### src/rtl/draw_cmd_arbiter.sv
// ---------------------------------------------------------------------------
// draw_cmd_arbiter
//
// Merges draw commands from two requesters (0 = game core, 1 = overlay/menu)
// into a single draw-engine command stream. Each requester has its own FIFO
// because the requesters cannot be stalled. The arbiter serves whole
// commands: a two-word command (opcode 4'h9 or 4'ha in the top nibble) keeps
// ownership until its second word has gone out, even if that word arrives
// late. Ties between requesters are broken round-robin at command boundaries.
//
// Ports
//   clk        : clock
//   rst        : synchronous reset, active high
//   req0_cmd   : requester 0 command word
//   req0_vld   : requester 0 strobe (no backpressure)
//   req1_cmd   : requester 1 command word
//   req1_vld   : requester 1 strobe (no backpressure)
//   cmd        : command word to the draw engine
//   cmd_vld    : cmd is valid
//   cmd_rdy    : draw engine accepts (transfer when cmd_vld & cmd_rdy)
//   grant      : one-hot current owner, 2'b00 when idle
//   ovf0/ovf1  : sticky overflow flags, cleared only by rst
//
// FSM states
//   state | meaning
//   IDLE  | no owner; waits for any non-empty FIFO, pops the winner's head
//   SEND1 | first (or only) word presented on cmd
//   WAIT2 | two-word command, second word not yet in owner's FIFO; grant held
//   SEND2 | second word presented on cmd
// ---------------------------------------------------------------------------
module draw_cmd_arbiter #(
    parameter int CMD_WIDTH  = 32,
    parameter int FIFO_DEPTH = 16,
    parameter int FIFO_AW    = 4
) (
    input  logic                 clk,
    input  logic                 rst,
    input  logic [CMD_WIDTH-1:0] req0_cmd,
    input  logic                 req0_vld,
    input  logic [CMD_WIDTH-1:0] req1_cmd,
    input  logic                 req1_vld,
    output logic [CMD_WIDTH-1:0] cmd,
    output logic                 cmd_vld,
    input  logic                 cmd_rdy,
    output logic [1:0]           grant,
    output logic                 ovf0,
    output logic                 ovf1
);

    localparam logic [FIFO_AW:0]   DEPTH_CNT = (FIFO_AW+1)'(FIFO_DEPTH);
    localparam logic [FIFO_AW:0]   CNT_ONE   = (FIFO_AW+1)'(1);
    localparam logic [FIFO_AW-1:0] PTR_ONE   = FIFO_AW'(1);

    typedef enum logic [1:0] {
        IDLE  = 2'd0,
        SEND1 = 2'd1,
        WAIT2 = 2'd2,
        SEND2 = 2'd3
    } state_t;

    function automatic logic is_two_word(input logic [3:0] opc);
        return (opc == 4'h9) || (opc == 4'ha);
    endfunction

    // ------------------------------------------------------------------
    // Per-requester FIFO storage, index 0 = requester 0, 1 = requester 1
    // ------------------------------------------------------------------
    logic [CMD_WIDTH-1:0] mem     [2][FIFO_DEPTH];
    logic [FIFO_AW-1:0]   wptr    [2];
    logic [FIFO_AW-1:0]   rptr    [2];
    logic [FIFO_AW:0]     count   [2];
    logic [CMD_WIDTH-1:0] data_in [2];
    logic [CMD_WIDTH-1:0] head    [2];
    logic [1:0]           vld_in;
    logic [1:0]           full;
    logic [1:0]           nonempty;
    logic [1:0]           push;
    logic [1:0]           pop;
    logic [1:0]           ovf_q;

    // ------------------------------------------------------------------
    // Arbiter state
    // ------------------------------------------------------------------
    state_t               state;
    logic                 owner;
    logic                 last_owner;
    logic                 cmd_two;
    logic                 winner;
    logic [CMD_WIDTH-1:0] win_head;
    logic                 win_two;

    always_comb begin
        vld_in     = {req1_vld, req0_vld};
        data_in[0] = req0_cmd;
        data_in[1] = req1_cmd;
        for (int r = 0; r < 2; r++) begin
            full[r]     = (count[r] == DEPTH_CNT);
            nonempty[r] = (count[r] != '0);
            // Fullness is judged on the pre-edge count, so a pop in the same
            // cycle never makes room for a push that arrived while full.
            push[r]     = vld_in[r] & ~full[r];
            head[r]     = mem[r][rptr[r]];
        end
    end

    // Round-robin: with both pending the requester that did not own the
    // last command wins; otherwise whichever FIFO has data.
    always_comb begin
        if (nonempty == 2'b11) begin
            winner = ~last_owner;
        end else begin
            winner = ~nonempty[0];
        end
        win_head = head[winner];
        win_two  = is_two_word(win_head[CMD_WIDTH-1 -: 4]);
    end

    // Pops mirror the FSM transitions below; cmd_vld is always 1 in SEND1,
    // so cmd_rdy alone marks the handshake there.
    always_comb begin
        pop = '0;
        case (state)
            IDLE: begin
                if (|nonempty) begin
                    pop[winner] = 1'b1;
                end
            end
            SEND1: begin
                if (cmd_rdy && cmd_two && nonempty[owner]) begin
                    pop[owner] = 1'b1;
                end
            end
            WAIT2: begin
                if (nonempty[owner]) begin
                    pop[owner] = 1'b1;
                end
            end
            default: begin
            end
        endcase
    end

    always_ff @(posedge clk) begin
        for (int r = 0; r < 2; r++) begin
            if (push[r]) begin
                mem[r][wptr[r]] <= data_in[r];
            end
        end
    end

    always_ff @(posedge clk) begin
        if (rst) begin
            for (int r = 0; r < 2; r++) begin
                wptr[r]  <= '0;
                rptr[r]  <= '0;
                count[r] <= '0;
            end
            ovf_q <= '0;
        end else begin
            for (int r = 0; r < 2; r++) begin
                if (push[r]) begin
                    wptr[r] <= wptr[r] + PTR_ONE;
                end
                if (pop[r]) begin
                    rptr[r] <= rptr[r] + PTR_ONE;
                end
                case ({push[r], pop[r]})
                    2'b10:   count[r] <= count[r] + CNT_ONE;
                    2'b01:   count[r] <= count[r] - CNT_ONE;
                    default: count[r] <= count[r];
                endcase
                ovf_q[r] <= ovf_q[r] | (vld_in[r] & full[r]);
            end
        end
    end

    always_ff @(posedge clk) begin
        if (rst) begin
            state      <= IDLE;
            cmd        <= '0;
            cmd_vld    <= 1'b0;
            grant      <= 2'b00;
            owner      <= 1'b0;
            last_owner <= 1'b1;
            cmd_two    <= 1'b0;
        end else begin
            case (state)
                IDLE: begin
                    if (|nonempty) begin
                        cmd        <= win_head;
                        cmd_vld    <= 1'b1;
                        grant      <= winner ? 2'b10 : 2'b01;
                        owner      <= winner;
                        last_owner <= winner;
                        cmd_two    <= win_two;
                        state      <= SEND1;
                    end
                end
                SEND1: begin
                    if (cmd_rdy) begin
                        if (!cmd_two) begin
                            cmd_vld <= 1'b0;
                            grant   <= 2'b00;
                            state   <= IDLE;
                        end else if (nonempty[owner]) begin
                            cmd   <= head[owner];
                            state <= SEND2;
                        end else begin
                            // Second word not here yet: drop valid, keep grant.
                            cmd_vld <= 1'b0;
                            state   <= WAIT2;
                        end
                    end
                end
                WAIT2: begin
                    if (nonempty[owner]) begin
                        cmd     <= head[owner];
                        cmd_vld <= 1'b1;
                        state   <= SEND2;
                    end
                end
                SEND2: begin
                    if (cmd_rdy) begin
                        cmd_vld <= 1'b0;
                        grant   <= 2'b00;
                        state   <= IDLE;
                    end
                end
                default: begin
                    cmd_vld <= 1'b0;
                    grant   <= 2'b00;
                    state   <= IDLE;
                end
            endcase
        end
    end

    assign ovf0 = ovf_q[0];
    assign ovf1 = ovf_q[1];

endmodule
### config.mk
export PLATFORM = sky130hd
export DESIGN_NAME = draw_cmd_arbiter
export DESIGN_NICKNAME = d
export VERILOG_FILES = /design/src/rtl/draw_cmd_arbiter.sv
export SDC_FILE = /design/constraint.sdc
export NUM_CORES = 1
export LEC_CHECK = 0
export ABC_AREA = 1
export CAP_MARGIN = 20
export CORE_MARGIN = 5
export CORE_UTILIZATION = 39
export CTS_CLUSTER_DIAMETER = 200
export DETAILED_ROUTE_END_ITERATION = 16
export REMOVE_ABC_BUFFERS = 1
export SLEW_MARGIN = 20
export SYNTH_ARGS = -nofsm -noshare
export SYNTH_HDL_FRONTEND = slang
export SYNTH_SLANG_ARGS = --single-unit
### constraint.sdc
create_clock -name clk -period 10 [get_ports clk]
set_clock_uncertainty 0.2 [all_clocks]
set_input_delay 2 -clock clk [delete_from_list [all_inputs] [get_ports clk]]
set_output_delay 2 -clock clk [all_outputs]
set_load 0.01 [all_outputs]
==> impl_metrics.yaml <==
floorplanning:
  dieArea_mm2: 0.1196
  die_w_um: 345.9
  core_mm2: 0.1123
  fp-row-count: 123
  dieHeight_um: 345.9
  ios: 106
  start_util_pct: 39.16
worst_setup_path:
  critPathLaunchType: "primary input"
  arrival_ns: 4.56
  crit_required_ns: 10.22
  worst-path-buf-inv: 4
  crit_type: "primary input to flip-flop"
  crit_path_max_fanout: 5
  cp_slowest_stage_delay_ns: 0.58
  critPathCaptureType: "flip-flop"
  crit_chain: "clkdlybuf4s50_1 -> nand3_1 -> nand3_1 -> nand2_1 -> inv_1 -> ha_1 -> inv_1 -> nor2_1 -> inv_1 -> fa_1 -> o21ai_0 -> a21oi_1 -> o21ai_0 -> a21oi_1"
  cp_common_cell: "inv_1"
  cpMaxStageDelayCell: "clkdlybuf4s50_1"
  critPathTopFamily: "buffers and inverters"
synth:
  ys_ff_latch: 1092
  syn-cell-area_mm2: 0.04399
  yosysSeqAreaShare_pct: 73.58
  avgSynthCellArea_um2: 12.86
  ys_types: 39
  yosysWarnings: 0
  postSynthCellCount: 3421
power:
  peakVddDrop_uv: 169.3
  clkPwrFrac_pct: 29.0
  leakage_nw: 16.68
  powerDensity_mw_per_mm2: 280.9
  power_switching_mw: 5.022
  power_frac_seq_pct: 39.0
  total_power_mw: 14.07
  swShare_pct: 35.69
  pwr-share-comb_pct: 32.0
  internal_power_mw: 9.048
worst_hold_path:
  hold_class: "flip-flop to flip-flop"
place:
  dp_hpwl_mm: 60.17
  gp_congestion: 0.8067
  dp_cells: 4866
  portBuffers: 105
detailed_routing:
  vias_per_cell: 5.345
  first_iter_violations: 2330
  routedWlPerCell_um: 21.43
  ant_nets: 0
  drcViolationCount: 0
  routed_wl_mm: 108.8
  firstDrtPassIters: 5
  via_count: 27130
global_routing:
  met2_usage_pct: 27.49
  top_usage_layer: "met2"
  gr-total-overflow: 0
  grt_first_pass_wirelength_mm: 164.5
  met1_usage_pct: 25.57
  grtUsageMet3_pct: 3.080
  grt_pass1_vias: 26080
  antenna_found_initial: 8
  grtUsageTotal_pct: 17.67
  grt_max_degree: 149
timing:
  grt_setup_unrepaired: "false"
  tightest_slew_ns: 1.077
  setup_viol_count_final: 0
  max_clock_freq_mhz: 230.3
  hold_violations: 0
  slew_headroom_pct: 28.20
  finalSetupTns_ns: 0
  period_needed_ns: 4.342
  drv_slew: 0
  timing.final.crit_share_pct: 43.42
clock_network:
  cts_buffers: 109
  clkTransAtPathRegs_ns: 0.06
  cts_tree: "done"
  clkLatencyLatePin_ns: 0.67
  cts_resized: 0
  cts_sinks: 1092
  cts.path.max_buffers: 3
  postCtsSetupBuffers: 0
  cts_root_buf: "clkbuf_16"
  cts_hold_buf: 0
  h-tree-depth: 3
cells_and_area:
  area_growth_pct: 13.84
  fin_nets: 3572
  drive_above_1_share_pct: 8.655
  layout_common_cells: "1050 x edfxtp_1, 464 x nand2_1, 447 x nor2_1, 362 x o21ai_0, 295 x nand3_1"
  n_fill_cell: 10000
  instances_no_fill: 5076
  layout_commonest_cell: "edfxtp_1"
outcome:
  outcome: "complete, no violations"
job:
  cap_violations: 0
[synthesized netlist by cell type (all sizes together)]
library cell,number,area share [%]
o221ai,119,2.4
ha,24,0.68
a21boi,3,0.077
buf,134,2.0
nor3,1,0.011
xnor2,5,0.10
a31oi,3,0.043
o21a,1,0.017
o21ai,374,4.3
nor2,481,4.1
nand3,322,4.0
dfxtp,42,1.9
o211ai,65,1.1
and2,1,0.014
xor2,8,0.16
clkbuf,84,0.72
a21oi,58,0.75
fa,1,0.046
a22oi,1,0.017
o22ai,63,0.90
o32ai,1,0.020
clkinv,2,0.017
inv,107,0.91
nand4,2,0.028
edfxtp,1050,72
nand3b,3,0.051
nand2,466,4.0
[worst min-delay path: stages, from the launching register on]
cell,delay (ns)
dfxtp_1,0.31
inv_1,0.05
a21oi_1,0.05
[power by group through the flow]
stage | Sequential, mW | Clock [mW] | Combinational (mW)
after floorplan | 5.80 | 0 | 2.62
after global placement | 5.57 | 0 | 4.48
after detailed placement | 5.57 | 0 | 4.53
after CTS | 5.48 | 4.16 | 4.55
after global routing | 5.50 | 4.37 | 4.99
final | 5.48 | 4.09 | 4.50
[per-stage QoR]
stage | worst slack, ns | hold slack (ns) | utilization (%) | cell area [um^2]
global route | 5.504 | 0.2725 | 44.57 | 50070
CTS | 5.766 | 0.2505 | 44.54 | 50040
floorplan | 1.720 | 0.2680 | - | 42780
detailed placement | 5.046 | 0.2411 | 41.34 | 46440
global placement | 5.033 | 0.2363 | 41.32 | 46420
finish | 5.658 | 0.2513 | 44.58 | 50080
[area by class of cell]
class                   count  area [um^2]  area share [%]
inverters                 109        425.4          0.8494
clock inverters            58        598.1           1.194
well taps                1500         1877           3.747
clock buffers             145         2998           5.986
diodes                      6        15.01         0.02998
flip-flops and latches   1092        32370           64.64
repair buffers            164         1541           3.078
multi-input cells        2002        10260           20.48
[worst paths after layout]
path,slack (ns),from,endpoint,cells past startpoint
worst max-delay path,5.66,cmd_rdy,count[0][4]$_SDFFCE_PN0P_,14
worst min-delay path,0.25,ovf_q[1]$_SDFF_PP0_,ovf_q[1]$_SDFF_PP0_,2
worst max register to register,6.26,count[1][0]$_DFFE_PP_,count[0][4]$_SDFFCE_PN0P_,19
worst min register to register,0.25,ovf_q[1]$_SDFF_PP0_,ovf_q[1]$_SDFF_PP0_,2
[cell families (layout without fill, tap and decap cells)]
| kind of cell | after synthesis | after routing | share of synthesized area, % |
|---|---|---|---|
| simple gates | 1276 | 1276 | 12.18 |
| flops | 1092 | 1092 | 73.58 |
| compound gates | 688 | 688 | 9.573 |
| buf+inv | 327 | 476 | 3.683 |
| fa+ha+maj | 25 | 25 | 0.7281 |
| xor+xnor | 13 | 13 | 0.2588 |
| other cells | 0 | 6 | 0 |
[metal layers]
layer	share of wire, %	routed length, um
met1	45	49080
met3	6.5	7085
met4	2.6	2873
met5	0.010	11
met2	46	49720
[state kept, by name, indices dropped and copies added, names as in the netlist, named ones only]
signal,count
cmd,32
cmd_two,1
cmd_vld,1
count,10
grant,2
last_owner,1
mem,1024
ovf_q,2
owner,1
rptr,8
state,1
wptr,8
No activity file was read; power rests on OpenSTA's default activity.
